==> src/rtl/matmul_pkg.sv <==
// Shared types and helpers for the sequential fixed-point matrix multiplier.
// Rounding/saturation works on a wide signed value so one function serves every parameter set.
package matmul_pkg;

    typedef enum logic [1:0] {IDLE, COMPUTE, DONE} mm_state_t;

    localparam int SAT_ACC_W = 128;
    localparam int SAT_RES_W = 64;

    typedef struct packed {
        logic [SAT_RES_W-1:0] res;
        logic                 ovf;
    } sat_t;

    function automatic int cnt_w(input int n);
        return (n > 1) ? $clog2(n) : 1;
    endfunction

    function automatic int flat_idx(input int row, input int col, input int ncols);
        return row * ncols + col;
    endfunction

    // Round half-up, drop FRAC_W bits, clamp to a signed DATA_W range.
    function automatic sat_t sat_round(input logic signed [SAT_ACC_W-1:0] acc,
                                       input int frac_w, input int data_w);
        logic signed [SAT_ACC_W-1:0] one;
        logic signed [SAT_ACC_W-1:0] r;
        logic signed [SAT_ACC_W-1:0] hi;
        logic signed [SAT_ACC_W-1:0] lo;
        sat_t s;
        one   = 1;
        r     = (acc + (one <<< (frac_w - 1))) >>> frac_w;
        hi    = (one <<< (data_w - 1)) - one;
        lo    = -(one <<< (data_w - 1));
        s.res = r[SAT_RES_W-1:0];
        s.ovf = 1'b0;
        if (r > hi) begin
            s.res = hi[SAT_RES_W-1:0];
            s.ovf = 1'b1;
        end else if (r < lo) begin
            s.res = lo[SAT_RES_W-1:0];
            s.ovf = 1'b1;
        end
        return s;
    endfunction

endpackage

==> src/rtl/matmul_seq_fixed_mac.sv <==
// Signed multiply-accumulate. `first` restarts the sum from the current product,
// so consecutive output elements need no bubble cycle.
module fixed_mac #(
    parameter int DATA_W = 16,
    parameter int ACC_W  = 33
) (
    input  logic                     clk,
    input  logic                     reset,
    input  logic                     en,
    input  logic                     clr,
    input  logic                     first,
    input  logic signed [DATA_W-1:0] a,
    input  logic signed [DATA_W-1:0] b,
    output logic signed [ACC_W-1:0]  acc_sum
);

    logic signed [2*DATA_W-1:0] prod;
    logic signed [ACC_W-1:0]    acc;

    always_comb begin
        prod    = a * b;
        acc_sum = (first ? ACC_W'(0) : acc) + ACC_W'(prod);
    end

    always_ff @(posedge clk) begin
        if (reset || clr)
            acc <= '0;
        else if (en)
            acc <= acc_sum;
    end

endmodule

==> src/rtl/matmul_seq.sv <==
// Sequential fixed-point C = A x B, one MAC per enabled cycle, with start/done handshake.
// state   | meaning
// IDLE    | waiting for start; operands captured on acceptance
// COMPUTE | one MAC per enabled cycle, k innermost, then j, then i
// DONE    | copy result buffer to result_matrix, pulse done
module matmul_seq
    import matmul_pkg::*;
#(
    parameter int M      = 2,
    parameter int K      = 2,
    parameter int N      = 2,
    parameter int DATA_W = 16,
    parameter int FRAC_W = 8,
    parameter int ACC_W  = 2*DATA_W + $clog2(K)
) (
    input  logic                    clk,
    input  logic                    reset,
    input  logic                    enable,
    input  logic                    start,
    input  logic [M*K*DATA_W-1:0]   matrix_a,
    input  logic [K*N*DATA_W-1:0]   matrix_b,
    output logic                    busy,
    output logic                    done,
    output logic [M*N*DATA_W-1:0]   result_matrix,
    output logic                    overflow
);

    localparam int IW = cnt_w(M);
    localparam int JW = cnt_w(N);
    localparam int KW = cnt_w(K);

    mm_state_t state, state_next;

    logic [IW-1:0] i_cnt;
    logic [JW-1:0] j_cnt;
    logic [KW-1:0] k_cnt;

    logic [M*K*DATA_W-1:0] a_q;
    logic [K*N*DATA_W-1:0] b_q;
    logic [M*N*DATA_W-1:0] res_buf;

    logic accept, mac_en, k_last, j_last, i_last, elem_last;
    logic signed [DATA_W-1:0] a_el, b_el;
    logic signed [ACC_W-1:0]  acc_sum;
    sat_t sr;

    always_ff @(posedge clk) begin
        if (reset)
            state <= IDLE;
        else
            state <= state_next;
    end

    always_comb begin
        state_next = state;
        case (state)
            IDLE:    if (enable && start) state_next = COMPUTE;
            COMPUTE: if (enable && elem_last) state_next = DONE;
            DONE:    if (enable) state_next = IDLE;
            default: state_next = IDLE;
        endcase
    end

    always_comb begin
        accept    = (state == IDLE) && start && enable;
        mac_en    = (state == COMPUTE) && enable;
        k_last    = (k_cnt == KW'(K - 1));
        j_last    = (j_cnt == JW'(N - 1));
        i_last    = (i_cnt == IW'(M - 1));
        elem_last = k_last && j_last && i_last;
    end

    always_comb begin
        a_el = a_q[flat_idx(int'(i_cnt), int'(k_cnt), K)*DATA_W +: DATA_W];
        b_el = b_q[flat_idx(int'(k_cnt), int'(j_cnt), N)*DATA_W +: DATA_W];
        sr   = sat_round(SAT_ACC_W'(acc_sum), FRAC_W, DATA_W);
    end

    fixed_mac #(.DATA_W(DATA_W), .ACC_W(ACC_W)) u_mac (
        .clk     (clk),
        .reset   (reset),
        .en      (mac_en),
        .clr     (accept),
        .first   (k_cnt == '0),
        .a       (a_el),
        .b       (b_el),
        .acc_sum (acc_sum)
    );

    always_ff @(posedge clk) begin
        if (reset) begin
            i_cnt         <= '0;
            j_cnt         <= '0;
            k_cnt         <= '0;
            a_q           <= '0;
            b_q           <= '0;
            res_buf       <= '0;
            result_matrix <= '0;
            overflow      <= 1'b0;
            busy          <= 1'b0;
            done          <= 1'b0;
        end else if (enable) begin
            busy <= (state_next != IDLE);
            done <= (state == DONE);
            if (accept) begin
                a_q      <= matrix_a;
                b_q      <= matrix_b;
                i_cnt    <= '0;
                j_cnt    <= '0;
                k_cnt    <= '0;
                overflow <= 1'b0;
            end
            if (state == COMPUTE) begin
                if (k_last) begin
                    res_buf[flat_idx(int'(i_cnt), int'(j_cnt), N)*DATA_W +: DATA_W] <= sr.res[DATA_W-1:0];
                    if (sr.ovf)
                        overflow <= 1'b1;
                    k_cnt <= '0;
                    if (j_last) begin
                        j_cnt <= '0;
                        i_cnt <= i_last ? '0 : i_cnt + 1'b1;
                    end else begin
                        j_cnt <= j_cnt + 1'b1;
                    end
                end else begin
                    k_cnt <= k_cnt + 1'b1;
                end
            end
            if (state == DONE)
                result_matrix <= res_buf;
        end
    end

endmodule
==> config.mk <==
export PLATFORM = sky130hd
export DESIGN_NAME = matmul_seq
export DESIGN_NICKNAME = d
export VERILOG_FILES = /design/src/rtl/matmul_pkg.sv /design/src/rtl/matmul_seq_fixed_mac.sv /design/src/rtl/matmul_seq.sv
export SDC_FILE = /design/constraint.sdc
export NUM_CORES = 1
export LEC_CHECK = 0
export ABC_CLOCK_PERIOD_IN_PS = 11400
export CAP_MARGIN = 20
export CORE_ASPECT_RATIO = 1.4
export CORE_UTILIZATION = 60
export DETAILED_ROUTE_END_ITERATION = 12
export PLACE_DENSITY = 0.89
export SLEW_MARGIN = 20
export SYNTH_ARGS = -nofsm -noshare
export SYNTH_HDL_FRONTEND = slang
export SYNTH_HIERARCHICAL = 1
export SYNTH_SLANG_ARGS = --single-unit
==> constraint.sdc <==
create_clock -name clk -period 11.4 [get_ports clk]
set_input_delay 3.42 -clock clk [delete_from_list [all_inputs] [get_ports clk]]
set_output_delay 3.42 -clock clk [all_outputs]
set_load 0.05 [all_outputs]
Yosys cells after proc, flatten, opt, wreduce, memory -nomap -nowiden
Cells that the tools add are included.
{"block": "totals", "regBits": 297, "wordCells": 69}
{"block": "classes", "addsub": 9, "multipliers": 1, "magnitude_cmp": 2, "n_eq_ne": 2, "shifts": 4, "muxes": 24, "reduce_logical": 15}
{"op": "indexed part select 64 x 8 -> 16 bit", "count": 2}
{"op": "bitwise mux 64 bit", "count": 1}
{"op": "variable shift 16 x 33 -> 64 bit, first input constant", "count": 1}
{"op": "indexed part select 16 x 33 -> 64 bit", "count": 1}
{"op": "adder 33 x 9 -> 34 bit, second input constant", "count": 1}
{"op": "2-to-1 mux 17 bit", "count": 2}
{"op": "adder 33 x 32 -> 33 bit", "count": 1}
{"op": "2-to-1 mux 33 bit", "count": 1}
{"op": "negator 7 -> 33 bit", "count": 1}
{"op": "multiplier 16 x 16 -> 32 bit", "count": 1}
{"op": "greater-than comparator 26 x 16 -> 1 bit, second input constant", "count": 1}
{"op": "< comparator 26 x 16 -> 1 bit, second input constant", "count": 1}
{"op": "2-to-1 mux 1 bit", "count": 16}
{"op": "adder 2 x 1 -> 3 bit", "count": 3}
{"op": "logical AND 1 bit", "count": 7}
{"op": "2-to-1 mux 2 bit", "count": 3}
{"op": "case mux 2 bit (3 select lines)", "count": 1}
{"op": "AND reduction 2 bit", "count": 3}
{"op": "nonzero test 2 bit", "count": 2}
{"op": "adder 1 bit, second input constant", "count": 3}
{"op": "AND reduction 3 bit", "count": 1}
{"op": "== test 2 x 1 -> 1 bit, second input constant", "count": 1}
{"op": "== test 2 bit, second input constant", "count": 1}
{"op": "zero test 2 bit", "count": 1}
{"op": "logical OR 1 bit", "count": 1}

Logic depth before layout (Yosys ltp)
Gate-level depths: netlist of run 1.
{"block": "depth", "ltp_word": 11, "mapped_depth": 35}

By module
Netlist of run 1, hierarchy kept.
{"module": "fixed_mac", "n_inst": 1, "cells_per_inst": 1398, "area_per_inst_um2": 12680.9, "seq_area_each_um2": 660.6}
{"module": "matmul_seq", "n_inst": 1, "cells_per_inst": 1213, "area_per_inst_um2": 10521.3, "seq_area_each_um2": 5285.1}

Worst setup path before layout of run 1
Ideal clock, no wire load.
{"block": "synth_path", "path_type": "register to register", "from": "register j_cnt", "to": "register res_buf[62]", "setup_ps": 122, "arrival_time_ps": 9233, "required_time_ps": 11278, "slack_ps": 2045, "stages_incl_launch_ff": 32, "path_buffers": 4, "period_less_slack_ps": 9355, "path_cell_list": "dfxtp_1 > buf_1 > clkbuf_1 > mux4_2 > inv_1 > clkbuf_1 > nor2_1 > fa_1 > fa_1 > fa_1 > fa_1 > fa_1 > inv_1 > fa_1 > inv_1 > ha_1 > nand4_1 > nor2_1 > a311oi_1 > o21ai_2 > a31oi_1 > o21ai_1 > a21oi_1 > xnor2_1 > and4_1 > nand3_1 > o32ai_1 > o211ai_1 > a211oi_4 > nor3_2 > buf_4 > a221o_1"}
{"block": "synth_between", "elab_chain_cells": 10, "elab_cells_between_ends": 14, "classes_between": "5 x add/sub; 1 x mul; 2 x order compare; 3 x shift; 3 x mux"}
{"item": "from (decl)", "line": "matmul_seq.sv:35", "text": "logic [JW-1:0] j_cnt;"}
{"item": "from (signal assigned)", "line": "matmul_seq.sv:123", "text": "j_cnt <= j_cnt + 1'b1;"}
{"item": "adder 2 x 1 -> 3 bit *", "line": "matmul_pkg.sv:20", "text": "return row * ncols + col;"}
{"item": "indexed part select 64 x 8 -> 16 bit *", "line": "matmul_seq.sv:75", "text": "b_el = b_q[flat_idx(int'(k_cnt), int'(j_cnt), N)*DATA_W +: DATA_W];"}
{"item": "net b_el[15]", "line": "matmul_seq.sv:43", "text": "logic signed [DATA_W-1:0] a_el, b_el;"}
{"item": "multiplier 16 x 16 -> 32 bit *", "line": "matmul_seq_fixed_mac.sv:21", "text": "prod = a * b;"}
{"item": "adder 33 x 32 -> 33 bit *", "line": "matmul_seq_fixed_mac.sv:22", "text": "acc_sum = (first ? ACC_W'(0) : acc) + ACC_W'(prod);"}
{"item": "net acc_sum[23]", "line": "matmul_seq.sv:44", "text": "logic signed [ACC_W-1:0] acc_sum;"}
{"item": "adder 33 x 9 -> 34 bit *", "line": "matmul_pkg.sv:32", "text": "r = (acc + (one <<< (frac_w - 1))) >>> frac_w;"}
{"item": "< comparator 26 x 16 -> 1 bit", "line": "matmul_pkg.sv:40", "text": "end else if (r < lo) begin"}
{"item": "2-to-1 mux 17 bit", "line": "matmul_pkg.sv:40"}
{"item": "2-to-1 mux 17 bit *", "line": "matmul_pkg.sv:37", "text": "if (r > hi) begin"}
{"item": "indexed part select 16 x 33 -> 64 bit *", "line": "matmul_seq.sv:115", "text": "res_buf[flat_idx(int'(i_cnt), int'(j_cnt), N)*DATA_W +: DATA_W] <= sr.res[DATA_W-1:0];"}
{"item": "bitwise mux 64 bit *", "line": "matmul_seq.sv:115"}
{"item": "to (signal, indexed assignment)", "line": "matmul_seq.sv:115"}
{"item": "to (decl)", "line": "matmul_seq.sv:40", "text": "logic [M*N*DATA_W-1:0] res_buf;"}
The timed path passes the listed nets; every way through them passes the cells marked *.
A chain may end at the register's enable or synchronous reset.

Worst setup path after layout of run 1
{"block": "layout_path", "from": "register j_cnt", "to": "register res_buf[42]"}
The elaborated chain is that of the path after synthesis.

==> results.env, run 1 <==
WORST_HOLD_PATH_TYPE='flop to flop'
TIMING.RR.END='res_buf[42]'
CTS_TREE='built'
OUTCOME='complete, no violations'
FRACTION_OF_FINAL_LAYOUT_CELLS_SIZED_BEYOND_DRIVE_STRENGTH_1_PCT=4.22
CRITPATHMOSTFREQUENTCELL='sky130_fd_sc_hd__fa_1'
FIN_CRIT_SH_PCT=90.0
ANTENNA_CELLS_INSERTED=0
PATH_MAX_FANOUT=16
CTSROOTBUFFERMASTER='sky130_fd_sc_hd__clkbuf_16'
CTSHTREEMAXLEVEL=1
CTS-ROOT-TO-SINK-BUFFERS=3
POST_SYNTHESIS_AREA_PER_INSTANCE_UM2=8.89
FINAL.SETUP_SKEW_NS=0.0219
GRT_SETUP_UNREPAIRED='false'
CTS.REPAIR_TIMING.SETUP_BUFFER_COUNT=0
NETS=3244
DRT_DRC_VIOLATIONS_LEFT=0
FINALWEIGHTEDCONGESTION=0.950
FF2FF_SETUP_SLACK_NS=1.14
DR.FIRST_ITER.DRC_COUNT=1374
WORST_SETUP_PATH_ENDPOINT='res_buf[42]'
POST_LAYOUT_MINIMUM_CYCLE_TIME_NS=10.26
INITIAL_CORE_UTIL_PCT=61.3
BUFFER_PORTS.INSERTED=198
WORSTPATHARRIVAL_NS=10.76
CELLLEAKAGEPOWER_nW=11.3
DETAILED_ROUTING_ITERATION_COUNT_FOR_THE_PRE_ANTENNA_REPAIR_PASS=5
FP-ROW-COUNT=84
VDD_IR_DROP_MAX_V=0.000138
DPL_CELL_AREA_UM2=25300
UTILIZATION_PCT=69.2
SETUP-TNS-FINAL_NS=0
POST_SYNTH_INST_COUNT=2610
NFILLCELLS=2767
DRT-TOTAL-WL_MM=64.8
CP-END-KIND='flop'
CLOCK_SINK_COUNT=297
FINAL_CELL_MIX='sky130_fd_sc_hd__nand2_1 (551), sky130_fd_sc_hd__inv_1 (377), sky130_fd_sc_hd__fa_1 (298)'
WORST_R2R_PATH_DEPTH=28
ANTENNA_FOUND_INITIAL=0
GRT_OVERFLOW=0
FINAL_HOLD_VIOL_COUNT=0
CAP_VIOLATIONS=0
P_PER_AREA_nW_PER_UM2=95.2
DIE_WIDTH_UM=168
CRITPATHLAUNCH='j_cnt'
CTS_BUFFERS=27
IO_PINS=199
DIE_H_UM=235
STDCELL_AREA_UM2=26200
DIE_AREA_UM2=39500
ACHIEVABLE-FREQUENCY_MHz=97.4
DRT.ANTENNA.VIOLATING_NETS=0
DRT-WIRELENGTH-PER-CELL_UM=20.3
SLEW_HEADROOM_PCT=26.2
LAYOUT.CELLS.MOST_COMMON='sky130_fd_sc_hd__nand2_1'
CELL_AREA_AFTER_SYNTHESIS_UM2=23200
POST_CTS_RESIZED=0
REG2REG_FROM='j_cnt'
SETUP.WORST_PATH.START_CLASS='flop'
CRITICAL_PATH.MAX_STAGE_DELAY_NS=0.84
VIAS=19218
CTS_HOLD_BUF=0
WORST_PIN_SLEW_NS=1.11
AREAGROWTHSYNTHTOFINISH_PCT=12.9
CRIT_REQUIRED_NS=11.89
TIMING.CRITICAL_PATH.SLOWEST_STAGE_CELL='sky130_fd_sc_hd__dfxtp_1'
DP.FINAL_HPWL_MM=48.3
WORSTSKEWPAIRLATENCY_NS=0.56
POSTSYNTHNETCOUNT=3147
VIAS_IN_THE_FIRST_GLOBAL_ROUTE=21039
PER_CELL_VIA_COUNT_IN_THE_ROUTED_DESIGN=6.01
REPORT.FINAL.SETUP_VIOL=0
GRT_START_MAX_NET_PINS=114
NUMBER_OF_PINS_EXCEEDING_THEIR_MAX_SLEW_LIMIT_IN_THE_FINAL_REPORT=0
CLKTRANSATPATHREGS_NS=0.07
TIMING.FINAL.WS_SETUP_NS=1.14
PRE_CTS_SLACK_NS=1.36
CORE_REGION_AREA_UM2=37800
YOSYS_WARNINGS=6
PATH_CLASS='flop to flop'
TOTAL_ROUTING_USAGE_GR_PCT=33.7
GRT_PASS1_WL_MM=104
[worst min-delay path by stage]
| stage | from | end | cells past startpoint | slack, ns |
|---|---|---|---|---|
| global route | res_buf[15] | result_matrix[15] | 2 | 0.46 |
| global placement | a_q[33] | a_q[33] | 2 | 0.44 |
| floorplan | res_buf[18] | res_buf[18] | 2 | 0.42 |
| finish | res_buf[15] | result_matrix[15] | 2 | 0.45 |
| detailed placement | b_q[45] | b_q[45] | 2 | 0.45 |
| CTS | res_buf[15] | result_matrix[15] | 2 | 0.45 |
[per-layer routing]
layer / share of wire [%] / wire length, um / up-vias / GRT usage, %
met5: 0 / 0 / - / 0
met4: 7.5 / 4880 / 0 / 24.0
met3: 7.3 / 4750 / 345 / 5.74
met2: 52 / 33900 / 1038 / 61.3
met1: 33 / 21300 / 9394 / 34.9
li1: - / - / 8441 / -
[flip-flops by register name, indices dropped and copies added (netlist names)]
register,cells
a_q,64
b_q,64
res_buf,64
result_matrix,64
u_mac/acc,33
state,2
busy,1
done,1
i_cnt,1
j_cnt,1
k_cnt,1
overflow,1
[stage by stage]
| stage | std cells | power, mW | hold WS, ns |
|---|---|---|---|
| floorplan | 2610 | 1.40 | 0.425 |
| global placement | 3151 | 1.56 | 0.440 |
| detailed placement | 3151 | 1.57 | 0.446 |
| CTS | 3198 | 2.48 | 0.453 |
| global route | 3198 | 2.58 | 0.463 |
| finish | 3198 | 2.49 | 0.452 |
[critical path, delay by kind of cell (launching register included)]
kind / cells / cell delay [ns]
AOI/OAI and AO/OA: 8 / 2.14
and+or+nand+nor: 6 / 2.03
buffers and inverters: 5 / 0.59
DFF: 1 / 0.84
xor gates and xnor gates: 1 / 0.54
adders and majority gates: 7 / 3.34
muxes: 1 / 0.70
[power breakdown]
| group | switching, mW | total, mW | internal (mW) |
|---|---|---|---|
| Combinational | 0.311 | 0.483 | 0.171 |
| Clock | 0.408 | 0.933 | 0.525 |
| Sequential | 0.0151 | 1.08 | 1.06 |
| Total | 0.734 | 2.49 | 1.76 |
[cell type report]
class	count	area, um2	share of cell area [%]
clock buffers	36	739	2.82
multi-input cells	1795	15300	58.4
repair buffers	208	2060	7.86
well taps	473	592	2.26
inverters	378	1420	5.42
flip-flops and latches	297	5950	22.7
clock inverters	11	148	0.564
(Power assumes the default switching activity.)
==> run 2: changes to the inputs <==
--- a/config.mk
+++ b/config.mk
@@ -9,8 +9,9 @@
 export CAP_MARGIN = 20
 export CORE_ASPECT_RATIO = 1.4
 export CORE_UTILIZATION = 60
+export CTS_CLUSTER_DIAMETER = 80
 export DETAILED_ROUTE_END_ITERATION = 12
-export PLACE_DENSITY = 0.89
+export PLACE_DENSITY = 0.91
 export SLEW_MARGIN = 20
 export SYNTH_ARGS = -nofsm -noshare
 export SYNTH_HDL_FRONTEND = slang
==> run 2 against run 1 <==
  * Routed wire length fell by 2.6%
  * Global-route usage fell by 1.1 points
  * Fmax rose by 0.23%
  * Final area barely moved
  * Total power fell by 1.3%
  * Die area did not move
  * Final cell count barely moved
  * Register-to-register slack improved by 0.02 ns
  * Largest cell class unchanged
  * Utilization barely moved
==> results.env, run 2 (synthesis gave the netlist of run 1 again) <==
IO_PINS=199
WORST_PIN_SLEW_NS=1.08
NFILLCELLS=2675
TIMING.CRITICAL_PATH.SLOWEST_STAGE_CELL='sky130_fd_sc_hd__dfxtp_1'
TOTAL_SWITCHING_POWER_uW=737
POST_CTS_RESIZED=0
AREAGROWTHSYNTHTOFINISH_PCT=12.9
DR.FIRST_ITER.DRC_COUNT=1576
CRITICAL_PATH.MAX_STAGE_DELAY_NS=1.04
CLOCK_SINK_COUNT=297
BUFFER_PORTS.INSERTED=198
WORST_HOLD_PATH_TYPE='flop to flop'
DETAILED_ROUTING_ITERATION_COUNT_FOR_THE_PRE_ANTENNA_REPAIR_PASS=5
CTS_BUFFERS=27
SLEW_HEADROOM_PCT=27.6
CTSROOTBUFFERMASTER='sky130_fd_sc_hd__clkbuf_16'
WORST_PATH_DOMINANT_CELL_FAMILY='adder cells'
CORE_REGION_AREA_UM2=37800
CRITICAL_PATH_DEPTH=27
WORST_R2R_PATH_DEPTH=27
CRITPATHMOSTFREQUENTCELL='sky130_fd_sc_hd__fa_1'
PRE_CTS_SLACK_NS=1.50
CRITPATHLAUNCH='i_cnt'
CLKTRANSATPATHREGS_NS=0.08
LAYOUT.CELLS.MOST_COMMON='sky130_fd_sc_hd__nand2_1'
SETUP-TNS-FINAL_NS=0
GRT_PASS1_WL_MM=101
REG2REG_FROM='i_cnt'
SEQ_POWER_SHARE_PCT=43.8
PER_CELL_VIA_COUNT_IN_THE_ROUTED_DESIGN=5.97
TIMING.RR.END='res_buf[24]'
CRIT_REQUIRED_NS=11.91
FINAL.SETUP_SKEW_NS=0.0333
CRITICAL_PATH.N_BUFFERS_INVERTERS=4
POWER_REPORT.INTERNAL_TOTAL_mW=1.72
COMB_POWER_SHARE_PCT=19.3
P_PER_AREA_nW_PER_UM2=93.9
CAP_VIOLATIONS=0
VIAS=19109
CTS-ROOT-TO-SINK-BUFFERS=3
TIMING.FINAL.WS_SETUP_NS=1.16
INITIAL_CORE_UTIL_PCT=61.3
VIAS_IN_THE_FIRST_GLOBAL_ROUTE=20354
CTS_HOLD_BUF=0
DP.FINAL_HPWL_MM=47.1
CTSHTREEMAXLEVEL=1
FINALWEIGHTEDCONGESTION=0.933
GRT_OVERFLOW=0
ANTENNA_CELLS_INSERTED=0
TOTAL_ROUTING_USAGE_GR_PCT=32.6
ACHIEVABLE-FREQUENCY_MHz=97.6
GRT_START_MAX_NET_PINS=119
GRT_SETUP_UNREPAIRED='false'
WORSTSKEWPAIRLATENCY_NS=0.58
DRT_DRC_VIOLATIONS_LEFT=0
DIE_AREA_UM2=39500
WORSTPATHARRIVAL_NS=10.75
CP-END-KIND='flop'
DRT.ANTENNA.VIOLATING_NETS=0
DRT-TOTAL-WL_MM=63.1
PATH_CLASS='flop to flop'
FF2FF_SETUP_SLACK_NS=1.16
FINAL_HOLD_VIOL_COUNT=0
VDD_IR_DROP_MAX_V=0.000140
FRACTION_OF_FINAL_LAYOUT_CELLS_SIZED_BEYOND_DRIVE_STRENGTH_1_PCT=4.40
UTILIZATION_PCT=69.2
REPORT.FINAL.SETUP_VIOL=0
FP-ROW-COUNT=84
PATH_MAX_FANOUT=22
STDCELL_AREA_UM2=26200
WORST_SETUP_PATH_ENDPOINT='res_buf[24]'
CLOCK_POWER_SHARE_PCT=36.9
DIE_WIDTH_UM=168
CELLLEAKAGEPOWER_nW=11.3
OUTCOME='complete, no violations'
FIN_CRIT_SH_PCT=89.8
DRT-WIRELENGTH-PER-CELL_UM=19.7
P_SW_SHARE_PCT=30.0
NETS=3244
FINAL_CELL_MIX='sky130_fd_sc_hd__nand2_1 (551), sky130_fd_sc_hd__inv_1 (377), sky130_fd_sc_hd__fa_1 (298)'
DIE_H_UM=235
DPL_CELL_AREA_UM2=25300
ANTENNA_FOUND_INITIAL=0
SETUP.WORST_PATH.START_CLASS='flop'
FIN_TOTAL_PWR_mW=2.46
HOLD_PATH_STARTPOINT='a_q[42]'
CTS_TREE='built'
POST_LAYOUT_MINIMUM_CYCLE_TIME_NS=10.24
CTS.REPAIR_TIMING.SETUP_BUFFER_COUNT=0
NUMBER_OF_PINS_EXCEEDING_THEIR_MAX_SLEW_LIMIT_IN_THE_FINAL_REPORT=0
-- run 2: power groups by stage --
stage | Combinational, mW | Clock (mW) | Sequential [mW]
after floorplan | 0.305 | 0 | 1.09
after global placement | 0.449 | 0 | 1.10
after detailed placement | 0.461 | 0 | 1.10
after CTS | 0.465 | 0.913 | 1.08
after global routing | 0.515 | 0.960 | 1.08
final | 0.474 | 0.908 | 1.08
-- run 2: layout make-up --
| type | instances | area, um2 | area share, % |
|---|---|---|---|
| clock buffer | 35 | 746 | 2.85 |
| clock inverter | 15 | 126 | 0.483 |
| inverter | 378 | 1420 | 5.42 |
| multi-input combinational | 1795 | 15300 | 58.4 |
| sequential | 297 | 5950 | 22.7 |
| tap | 473 | 592 | 2.26 |
| timing repair buffer | 208 | 2070 | 7.89 |
-- run 2: metal layers --
metal | GRT usage [%] | vias up | share of wire (%)
li1 | - | 8442 | -
met1 | 35.7 | 9415 | 34
met2 | 58.2 | 948 | 52
met3 | 4.58 | 304 | 6.7
met4 | 22.2 | 0 | 7.4
met5 | 0 | - | 0
-- run 2: stage by stage --
step	hold WS, ns	cells
5_1_grt	0.472	3201
3_3_place_gp	0.440	3151
3_5_place_dp	0.447	3151
2_1_floorplan	0.425	2610
4_1_cts	0.456	3201
6_report	0.454	3201
-- run 2: worst min-delay path by stage --
stage / slack (ns) / cells after the start / end
floorplan: 0.42 / 2 / res_buf[18]
global placement: 0.44 / 2 / a_q[14]
detailed placement: 0.45 / 2 / b_q[9]
CTS: 0.46 / 2 / a_q[42]
global route: 0.47 / 2 / b_q[61]
finish: 0.45 / 2 / a_q[42]
-- run 2: worst register-to-register path, delay by kind of cell (launching register included) --
family,cells,cell delay [ns]
compound gates,8,2.14
mux,1,0.83
xor+xnor,1,0.46
simple gates,6,2.09
fa+ha+maj,7,3.36
flops,1,1.04
buf+inv,4,0.25
